<file path="config.mk">
export PLATFORM = sky130hd
export DESIGN_NAME = riscv_mc_control
export DESIGN_NICKNAME = d
export VERILOG_FILES = /design/src/rtl/riscv_ctrl_pkg.sv /design/src/rtl/riscv_mc_control_alu_dec.sv /design/src/rtl/riscv_mc_control.sv
export SDC_FILE = /design/constraint.sdc
export NUM_CORES = 1
export LEC_CHECK = 0
export CORE_UTILIZATION = 55
export CTS_CLUSTER_DIAMETER = 50
export DETAILED_ROUTE_END_ITERATION = 8
export DONT_BUFFER_PORTS = 1
export PLACE_DENSITY = 0.7
export RECOVER_POWER = 50
export SLEW_MARGIN = 20
export SYNTH_ARGS = -nofsm -noshare
export SYNTH_HDL_FRONTEND = slang
export SYNTH_SLANG_ARGS = --single-unit
</file>
<file path="constraint.sdc">
create_clock -name clk -period 1.9 [get_ports clk]
set_input_delay 0.19 -clock clk [delete_from_list [all_inputs] [get_ports clk]]
set_output_delay 0.19 -clock clk [all_outputs]
set_load 0.05 [all_outputs]
</file>
<file path="src/rtl/riscv_ctrl_pkg.sv">
// Shared constants for the RV32I multicycle control unit.
// Opcodes, funct fields, ALU codes, mux selects and FSM state codes.
package riscv_ctrl_pkg;

  localparam logic [6:0] OP_R    = 7'b0110011;
  localparam logic [6:0] OP_I    = 7'b0010011;
  localparam logic [6:0] OP_LOAD = 7'b0000011;
  localparam logic [6:0] OP_STORE = 7'b0100011;
  localparam logic [6:0] OP_BR   = 7'b1100011;

  localparam logic [2:0] F3_ADD = 3'b000;
  localparam logic [2:0] F3_SLL = 3'b001;
  localparam logic [2:0] F3_W   = 3'b010;
  localparam logic [2:0] F3_XOR = 3'b100;
  localparam logic [2:0] F3_BNE = 3'b001;

  localparam logic [6:0] F7_BASE = 7'b0000000;
  localparam logic [6:0] F7_ALT  = 7'b0100000;

  localparam logic [2:0] ALU_ADD = 3'd0;
  localparam logic [2:0] ALU_SUB = 3'd1;
  localparam logic [2:0] ALU_XOR = 3'd2;
  localparam logic [2:0] ALU_SLL = 3'd3;
  localparam logic [2:0] ALU_NE  = 3'd4;

  localparam logic [1:0] SA_PC    = 2'd0;
  localparam logic [1:0] SA_OLDPC = 2'd1;
  localparam logic [1:0] SA_RS1   = 2'd2;

  localparam logic [1:0] SB_RS2  = 2'd0;
  localparam logic [1:0] SB_IMM  = 2'd1;
  localparam logic [1:0] SB_FOUR = 2'd2;

  localparam logic [1:0] RS_ALUOUT = 2'd0;
  localparam logic [1:0] RS_MEM    = 2'd1;
  localparam logic [1:0] RS_ALUY   = 2'd2;

  localparam logic [3:0] S_RESET    = 4'd0;
  localparam logic [3:0] S_FETCH    = 4'd1;
  localparam logic [3:0] S_DECODE   = 4'd2;
  localparam logic [3:0] S_EXEC_R   = 4'd3;
  localparam logic [3:0] S_EXEC_I   = 4'd4;
  localparam logic [3:0] S_MEM_ADDR = 4'd5;
  localparam logic [3:0] S_MEM_RD   = 4'd6;
  localparam logic [3:0] S_MEM_WR   = 4'd7;
  localparam logic [3:0] S_WB_ALU   = 4'd8;
  localparam logic [3:0] S_WB_MEM   = 4'd9;
  localparam logic [3:0] S_BRANCH   = 4'd10;
  localparam logic [3:0] S_TRAP     = 4'd11;

endpackage

</file>
<file path="src/rtl/riscv_mc_control_alu_dec.sv">
// R-type funct3/funct7 decoder: ALU operation plus legality bit.
// Shared by the DECODE legality check and the EXEC_R ALU select.
module riscv_alu_dec
  import riscv_ctrl_pkg::*;
(
  input  logic [2:0] funct3,
  input  logic [6:0] funct7,
  output logic [2:0] alu_ctrl,
  output logic       legal
);

  always_comb begin
    alu_ctrl = ALU_ADD;
    legal    = 1'b0;
    unique case (1'b1)
      (funct3 == F3_ADD && funct7 == F7_BASE): begin
        alu_ctrl = ALU_ADD;
        legal    = 1'b1;
      end
      (funct3 == F3_ADD && funct7 == F7_ALT): begin
        alu_ctrl = ALU_SUB;
        legal    = 1'b1;
      end
      (funct3 == F3_XOR && funct7 == F7_BASE): begin
        alu_ctrl = ALU_XOR;
        legal    = 1'b1;
      end
      (funct3 == F3_SLL && funct7 == F7_BASE): begin
        alu_ctrl = ALU_SLL;
        legal    = 1'b1;
      end
      default: begin
        alu_ctrl = ALU_ADD;
        legal    = 1'b0;
      end
    endcase
  end

endmodule

</file>
<file path="src/rtl/riscv_mc_control.sv">
// Multicycle control FSM for the RV32I subset datapath.
// Optional retired-instruction counter enabled by RV_CTRL_INSTRET_EN.
module riscv_mc_control
  import riscv_ctrl_pkg::*;
#(
  parameter bit RESET_TO_FETCH = 1'b1
) (
  input  logic        clk,
  input  logic        rst_n,
  input  logic        start,
  input  logic [31:0] instr,
  input  logic        zero,
  input  logic        mem_ready,
  output logic [2:0]  alu_ctrl,
  output logic [1:0]  alu_src_a,
  output logic [1:0]  alu_src_b,
  output logic [1:0]  result_src,
  output logic        adr_src,
  output logic        mem_read,
  output logic        mem_write,
  output logic        ir_write,
  output logic        pc_write,
  output logic        reg_write,
  output logic        illegal,
  output logic [31:0] instret
);

  logic [3:0] state;
  logic [3:0] nxt;
  logic [6:0] opcode;
  logic [2:0] f3;
  logic [6:0] f7;
  logic [2:0] r_ctrl;
  logic       r_legal;
  logic       unused_fields;

  assign opcode = instr[6:0];
  assign f3     = instr[14:12];
  assign f7     = instr[31:25];
  assign unused_fields = ^{instr[24:15], instr[11:7]};

  riscv_alu_dec u_dec (
    .funct3   (f3),
    .funct7   (f7),
    .alu_ctrl (r_ctrl),
    .legal    (r_legal)
  );

  always_ff @(posedge clk or negedge rst_n) begin
    if (!rst_n) state <= S_RESET;
    else        state <= nxt;
  end

  always_comb begin
    nxt = state;
    case (state)
      S_RESET:
        if (RESET_TO_FETCH || start) nxt = S_FETCH;
      S_FETCH:
        if (mem_ready) nxt = S_DECODE;
      S_DECODE: begin
        nxt = S_TRAP;
        unique case (1'b1)
          (opcode == OP_R):
            nxt = r_legal ? S_EXEC_R : S_TRAP;
          (opcode == OP_I):
            nxt = (f3 == F3_ADD) ? S_EXEC_I : S_TRAP;
          (opcode == OP_LOAD),
          (opcode == OP_STORE):
            nxt = (f3 == F3_W) ? S_MEM_ADDR : S_TRAP;
          (opcode == OP_BR):
            nxt = (f3 == F3_BNE) ? S_BRANCH : S_TRAP;
          default:
            nxt = S_TRAP;
        endcase
      end
      S_EXEC_R, S_EXEC_I:
        nxt = S_WB_ALU;
      S_MEM_ADDR:
        nxt = (opcode == OP_LOAD) ? S_MEM_RD : S_MEM_WR;
      S_MEM_RD:
        if (mem_ready) nxt = S_WB_MEM;
      S_MEM_WR:
        if (mem_ready) nxt = S_FETCH;
      S_WB_ALU, S_WB_MEM, S_BRANCH:
        nxt = S_FETCH;
      S_TRAP:
        nxt = S_TRAP;
      default:
        nxt = S_RESET;
    endcase
  end

  always_comb begin
    alu_ctrl   = ALU_ADD;
    alu_src_a  = SA_PC;
    alu_src_b  = SB_RS2;
    result_src = RS_ALUOUT;
    adr_src    = 1'b0;
    mem_read   = 1'b0;
    mem_write  = 1'b0;
    ir_write   = 1'b0;
    pc_write   = 1'b0;
    reg_write  = 1'b0;
    illegal    = 1'b0;
    case (state)
      S_FETCH: begin
        mem_read   = 1'b1;
        alu_src_b  = SB_FOUR;
        result_src = RS_ALUY;
        ir_write   = mem_ready;
        pc_write   = mem_ready;
      end
      S_DECODE: begin
        alu_src_a = SA_OLDPC;
        alu_src_b = SB_IMM;
      end
      S_EXEC_R: begin
        alu_src_a = SA_RS1;
        alu_ctrl  = r_ctrl;
      end
      S_EXEC_I, S_MEM_ADDR: begin
        alu_src_a = SA_RS1;
        alu_src_b = SB_IMM;
      end
      S_WB_ALU:
        reg_write = 1'b1;
      S_MEM_RD: begin
        mem_read = 1'b1;
        adr_src  = 1'b1;
      end
      S_WB_MEM: begin
        result_src = RS_MEM;
        reg_write  = 1'b1;
      end
      S_MEM_WR: begin
        mem_write = 1'b1;
        adr_src   = 1'b1;
      end
      S_BRANCH: begin
        alu_src_a = SA_RS1;
        alu_ctrl  = ALU_NE;
        pc_write  = ~zero;
      end
      S_TRAP:
        illegal = 1'b1;
      default: ;
    endcase
  end

`ifdef RV_CTRL_INSTRET_EN
  logic [31:0] cnt;
  logic        retire;

  // Counts completions only; RESET->FETCH is not a retirement.
  assign retire = (state == S_WB_ALU) || (state == S_WB_MEM) ||
                  (state == S_BRANCH) ||
                  (state == S_MEM_WR && mem_ready);

  always_ff @(posedge clk or negedge rst_n) begin
    if (!rst_n)      cnt <= '0;
    else if (retire) cnt <= cnt + 32'd1;
  end

  assign instret = cnt;
`else
  assign instret = '0;
`endif

endmodule

</file>
After elaboration in Yosys (flattened, before gate mapping)
Index checks and enable logic that the tools add are counted.
- word-level logic and storage cells: 65
- bits in read-only memories: 0
- bits in latches: 0
- RAM bits: 0
- memories kept: 0
- bits in registers: 4
- bitwise logic cells: 1
- reduce and logical (&&, ||, !) cells: 17
- $lt $le $gt $ge: 0
- div/mod/pow operators: 0
- eq/ne operators: 23
- shift operators: 0
- multipliers: 0
- add/sub/neg operators: 0
- mux-type cells: 23
- operators with widths (cell ; count):
    $pmux W4 S8 ; 1
    $mux W4 ; 6
    $eq A7 B6 Y1 const B ; 3
    $eq A4 B3 Y1 const B ; 4
    $eq A4 B4 Y1 const B ; 4
    $pmux W4 S4 ; 1
    $pmux W2 S2 ; 3
    $reduce_or A4 Y1 ; 3
    $reduce_or A2 Y1 ; 5
    $mux W1 ; 9
    $eq A4 B2 Y1 const B ; 2
    $eq A7 B2 Y1 const B ; 1
    $eq A7 B5 Y1 const B ; 1
    $eq A7 B7 Y1 const B ; 1
    $logic_not A7 Y1 ; 1
    $ne A2 B2 Y1 const B ; 3
    $pmux W2 S3 ; 1
    $pmux W3 S2 ; 1
    $eq A4 B1 Y1 const B ; 1
    $logic_and A1 B1 Y1 ; 4
    $logic_not A4 Y1 ; 1
    $eq A3 B1 Y1 const B ; 1
    $eq A3 B2 Y1 const B ; 1
    $eq A3 B3 Y1 const B ; 1
    other kinds (5) ; 5

Longest topological paths before layout
Gate-level depths: netlist (run 1).
- depth in word-level cells: 7
- mapped depth: 6
- mapped depth without buffers: 4

By module
From an unflattened synthesis (run 1), not the netlist that was laid out.
- cell total of the unflattened synthesis: 124
- area, all modules: 922.1 µm²
- modules (own cells, without submodules) (module ; cells each ; times used ; seq. area each (µm²) ; area an instance (µm²)):
    riscv_mc_control ; 114 ; 1 ; 100.1 ; 848.3
    riscv_alu_dec ; 10 ; 1 ; 0.0 ; 73.8

Least setup slack after synthesis (run 1)
No wires, ideal clock.
- path kind: register -> output
- start point: register state[1]
- end point: output port pc_write
- setup slack: -653 ps
- stages on the path, launching flop included: 6
- data required time: 1710 ps
- arrival time: 2363 ps
- cell sequence: dfrtp_1 -> buf_2 -> nand2b_1 -> nor3_2 -> and2_1 -> or2_1
- longest elaborated chain between the ends: 2
- elaborated cells on any way between the ends: 3
- classes of those cells: 2 x eq/ne; 1 x mux
- ends and longest elaborated chain (element ; RTL line ; RTL):
    from (decl) ; riscv_mc_control.sv:28 ; logic [3:0] state;
    from (signal assigned) ; riscv_mc_control.sv:51 ; else state <= nxt;
    $eq A4 B4 Y1 / $eq A4 B1 Y1 (equally long branches) ; riscv_mc_control.sv:106 ; case (state)
    $pmux W1 S2 * ; riscv_mc_control.sv:106 ;
    to (decl) ; riscv_mc_control.sv:22 ; output logic pc_write,
Every way passes the cells marked *; elsewhere a longest branch is shown, timed or not.

Final worst setup path (run 1)
- start point: register state[0]
- end point: output port mem_read
- longest elaborated chain between the ends: 3
- elaborated cells on any way between the ends: 4
- classes of those cells: 2 x eq/ne; 1 x mux; 1 x reduce/logical
- ends and longest elaborated chain (element ; RTL line ; RTL):
    $eq A4 B3 Y1 / $eq A4 B1 Y1 (equally long branches) ; riscv_mc_control.sv:106 ;
    $reduce_or A2 Y1 (no source line) * ; -- ;
    $mux W1 * ; riscv_mc_control.sv:106 ;
    to (decl) ; riscv_mc_control.sv:19 ; output logic mem_read,
Marks and branches as above.

==> results of run 1 <==
[worst max-delay path: stages (launching register included)]
cell      delay [ns]
dfrtp_1         0.40
buf_4           0.19
nand2b_2        0.23
mux2_2          0.27
nor2_1          0.09
buf_4           0.20
[metrics by stage]
stage | power, mW | instances | setup WS (ns) | instance area (um^2) | setup TNS [ns]
2_1_floorplan | 1.11 | 153 | -0.0780 | 1000 | -0.198
3_3_place_gp | 1.26 | 147 | 0.348 | 880 | 0
3_5_place_dp | 1.28 | 147 | 0.306 | 880 | 0
4_1_cts | 1.40 | 151 | 0.0546 | 912 | 0
5_1_grt | 1.46 | 151 | 0.0302 | 905 | 0
6_report | 1.38 | 151 | 0.0758 | 905 | 0
[per-layer routing]
metal / up-vias / part of all wire, % / global-route usage, %
li1: 380 / - / -
met1: 349 / 36 / 24.1
met3: 4 / 11 / 6.52
met2: 61 / 51 / 38.1
met5: - / 0 / 0
met4: 0 / 1.6 / 9.68
[power by group through the flow]
stage / registers [mW] / logic (mW) / clock network (mW)
final: 0.143 / 1.13 / 0.112
after global routing: 0.145 / 1.19 / 0.123
after CTS: 0.142 / 1.14 / 0.116
after detailed placement: 0.142 / 1.13 / 0
after global placement: 0.139 / 1.12 / 0
after floorplan: 0.137 / 0.971 / 0
[worst max path at each step]
stage	endpoint	slack, ns
finish	mem_read	0.08
global route	mem_read	0.03
CTS	mem_read	0.05
detailed placement	alu_ctrl[1]	0.31
global placement	mem_read	0.35
floorplan	alu_ctrl[0]	-0.08
[kinds of logic (layout without fill, tap and decap cells)]
group | Yosys count | in the layout | share of synthesized area (%)
compound gates | 19 | 19 | 13.9
xor+xnor | 3 | 3 | 3.06
fa+ha+maj | 1 | 1 | 1.17
buf+inv | 41 | 24 | 33.2
flops | 4 | 4 | 11.7
mux | 1 | 1 | 1.31
other cells | 1 | 32 | 0.437
simple gates | 52 | 52 | 35.3
[final cells by class]
type	count	area (um^2)	share of cell area, %
clock buffer	3	22.5	2.49
inverter	2	7.51	0.830
multi-input combinational	108	621	68.6
sequential	4	100	11.1
tap	15	18.8	2.07
timing repair buffer	19	135	14.9
[placed cells by master (no fill, tap or decap), types with 2 or more instances in the layout]
cell and instances:
nor3_1 5, inv_1 2, nor3_2 4, nor2_1 16, clkbuf_2 4, xnor2_1 3, clkbuf_4 3, buf_4 14
conb_1 32, nand2_1 6, o2111ai_1 2, nor2b_1 3, a21oi_1 3, o21ai_0 7, dfrtp_1 4, nand2b_1 3
[what timing repair did]
action                                  CTS  global route
hold buffers                              1             0
endpoints found under the setup margin    0             1
endpoints found under the hold margin     4             0
resized for setup                         0             1
==> impl_metrics.csv, run 1 <==
group,metric,value,unit
status,status,"finished clean",
power_and_ir_drop,internal-power,0.499,mW
hold_path,min_delay_path_depth,2,
worst_setup_path,timing.rr.end,"state[2]",
hold_path,hp-start,"mem_ready",
synth,ys_seq_elements,4,
synth,syn_inst,122,
clock_network,clk-insertion-delay-late,0.24,ns
timing,clock_skew,0.000405,ns
job,cap_viol_max_count,0,
clock_network,cts_sinks,4,
clock_network,cts-root-buf,"clkbuf_4",
final_layout,nFillCells,135,
timing,period_share,96.0,%
final_layout,nets,175,
die,io_pins,85,
hold_path,min_to,"state[0]",
placement,dp_hpwl,1.48,mm
route,vias,794,
synth,syn_avg_cell_area,7.04,um^2
final_layout,final_util,65.4,%
worst_setup_path,critPathCaptureType,"output pin",
power_and_ir_drop,p_switching,0.884,mW
timing,drv_slew,0,
clock_network,cts.path.max_buffers,2,
route,drt_pass1_iterations,4,
timing,rsz0062_at_grt,"false",
power_and_ir_drop,ir_drop,0.738,mV
placement,place_congestion,0.788,
die,die_w,41.5,um
route,avgViaCountPerCell,5.26,
placement,place.port_buffers,0,
final_layout,top_register,"state",
synth,yosys.area.top_type_share,29.7,%
synth,synth_edf_count,0,
grt,grt_antenna_before_repair,0,
power_and_ir_drop,p_clk_share,8.1,%
synth,ys_top_cells_by_area,"buf_4 (30%), dfrtp_1 (12%), nor2_1 (7.0%)",
timing,setup_violations,0,
clock_network,cts_made_buffers,3,
power_and_ir_drop,power_density,1530,mW/mm^2
hold_path,hold_path.class,"input pin to register",
grt,grt_pass1_vias,699,
grt,gr-total-overflow,0,
synth,synthFlopType,"dfrtp_1",
synth,synth_most_common_cell,"buf_4",
worst_setup_path,crit_type,"register to output pin",
worst_setup_path,rrSetupSlack,0.62,ns
clock_network,ctsHtreeMaxLevel,1,
route,drtIter0Drc,30,
grt,grt_max_degree,18,
synth,async_flop_share,100,%
clock_network,cts_tree,"done",
worst_setup_path,crit_fanout,10,
synth,yosysSeqAreaShare,11.7,%
final_layout,syn2layout_area_growth,5.39,%
route,routedWlPerCell,12.2,um
synth,synth_top_area_cell,"buf_4",
worst_setup_path,crit_path_start_kind,"register",
synth,synth_warnings,0,
timing,period_minus_slack,1.82,ns
die,initial_core_util,62.1,%
clock_network,clk_pin_slew,0.04,ns
worst_setup_path,startpoint,"state[0]",
clock_network,post_cts_buffers,0,
worst_setup_path,crit_arrival,1.63,ns
final_layout,num_antenna_cells,0,
grt,grt_use_total,21.9,%
route,wl,1.85,mm
worst_setup_path,r2r_start,"state[2]",
synth,synth.distinct_cells,35,
worst_setup_path,r2r_cells,5,
grt,grt_first_pass_wirelength,2.96,mm
final_layout,largest_reg_flops,4,
power_and_ir_drop,combPwrFrac,81.6,%
power_and_ir_drop,p_sw_share,63.9,%
timing,fmax,548,MHz
timing,whs,0.101,ns
route,drtAntennaViolNets,0,
final_layout,drive_gt1_share,25.7,%
die,coreArea,0.00138,mm^2
synth,synthTopCellsByCount,"buf_4 (34), nor2_1 (16), o21ai_0 (8), nor3_1 (7), nand2_1 (6)",
final_layout,reg.largest.list,"state (4)",
power_and_ir_drop,p_leak,0.424,nW
synth,syn-cell-area,858,um^2
timing,hold_violations,0,
route,drc,0,
power_and_ir_drop,seq_power_share,10.3,%
die,die_y,41.5,um
die,die-area,0.00172,mm^2
worst_setup_path,critPathRequiredTime,1.71,ns
die,floorplan.rows,13,
Note: power is estimated with default switching activity, not from simulation.
==> inputs of run 2 (changes only) <==
ABC_AREA = 0   (was unset)
SLEW_MARGIN = 40   (was 20)
==> results of run 2 <==
Final layout, timing and power as in run 1 (identical DEF).
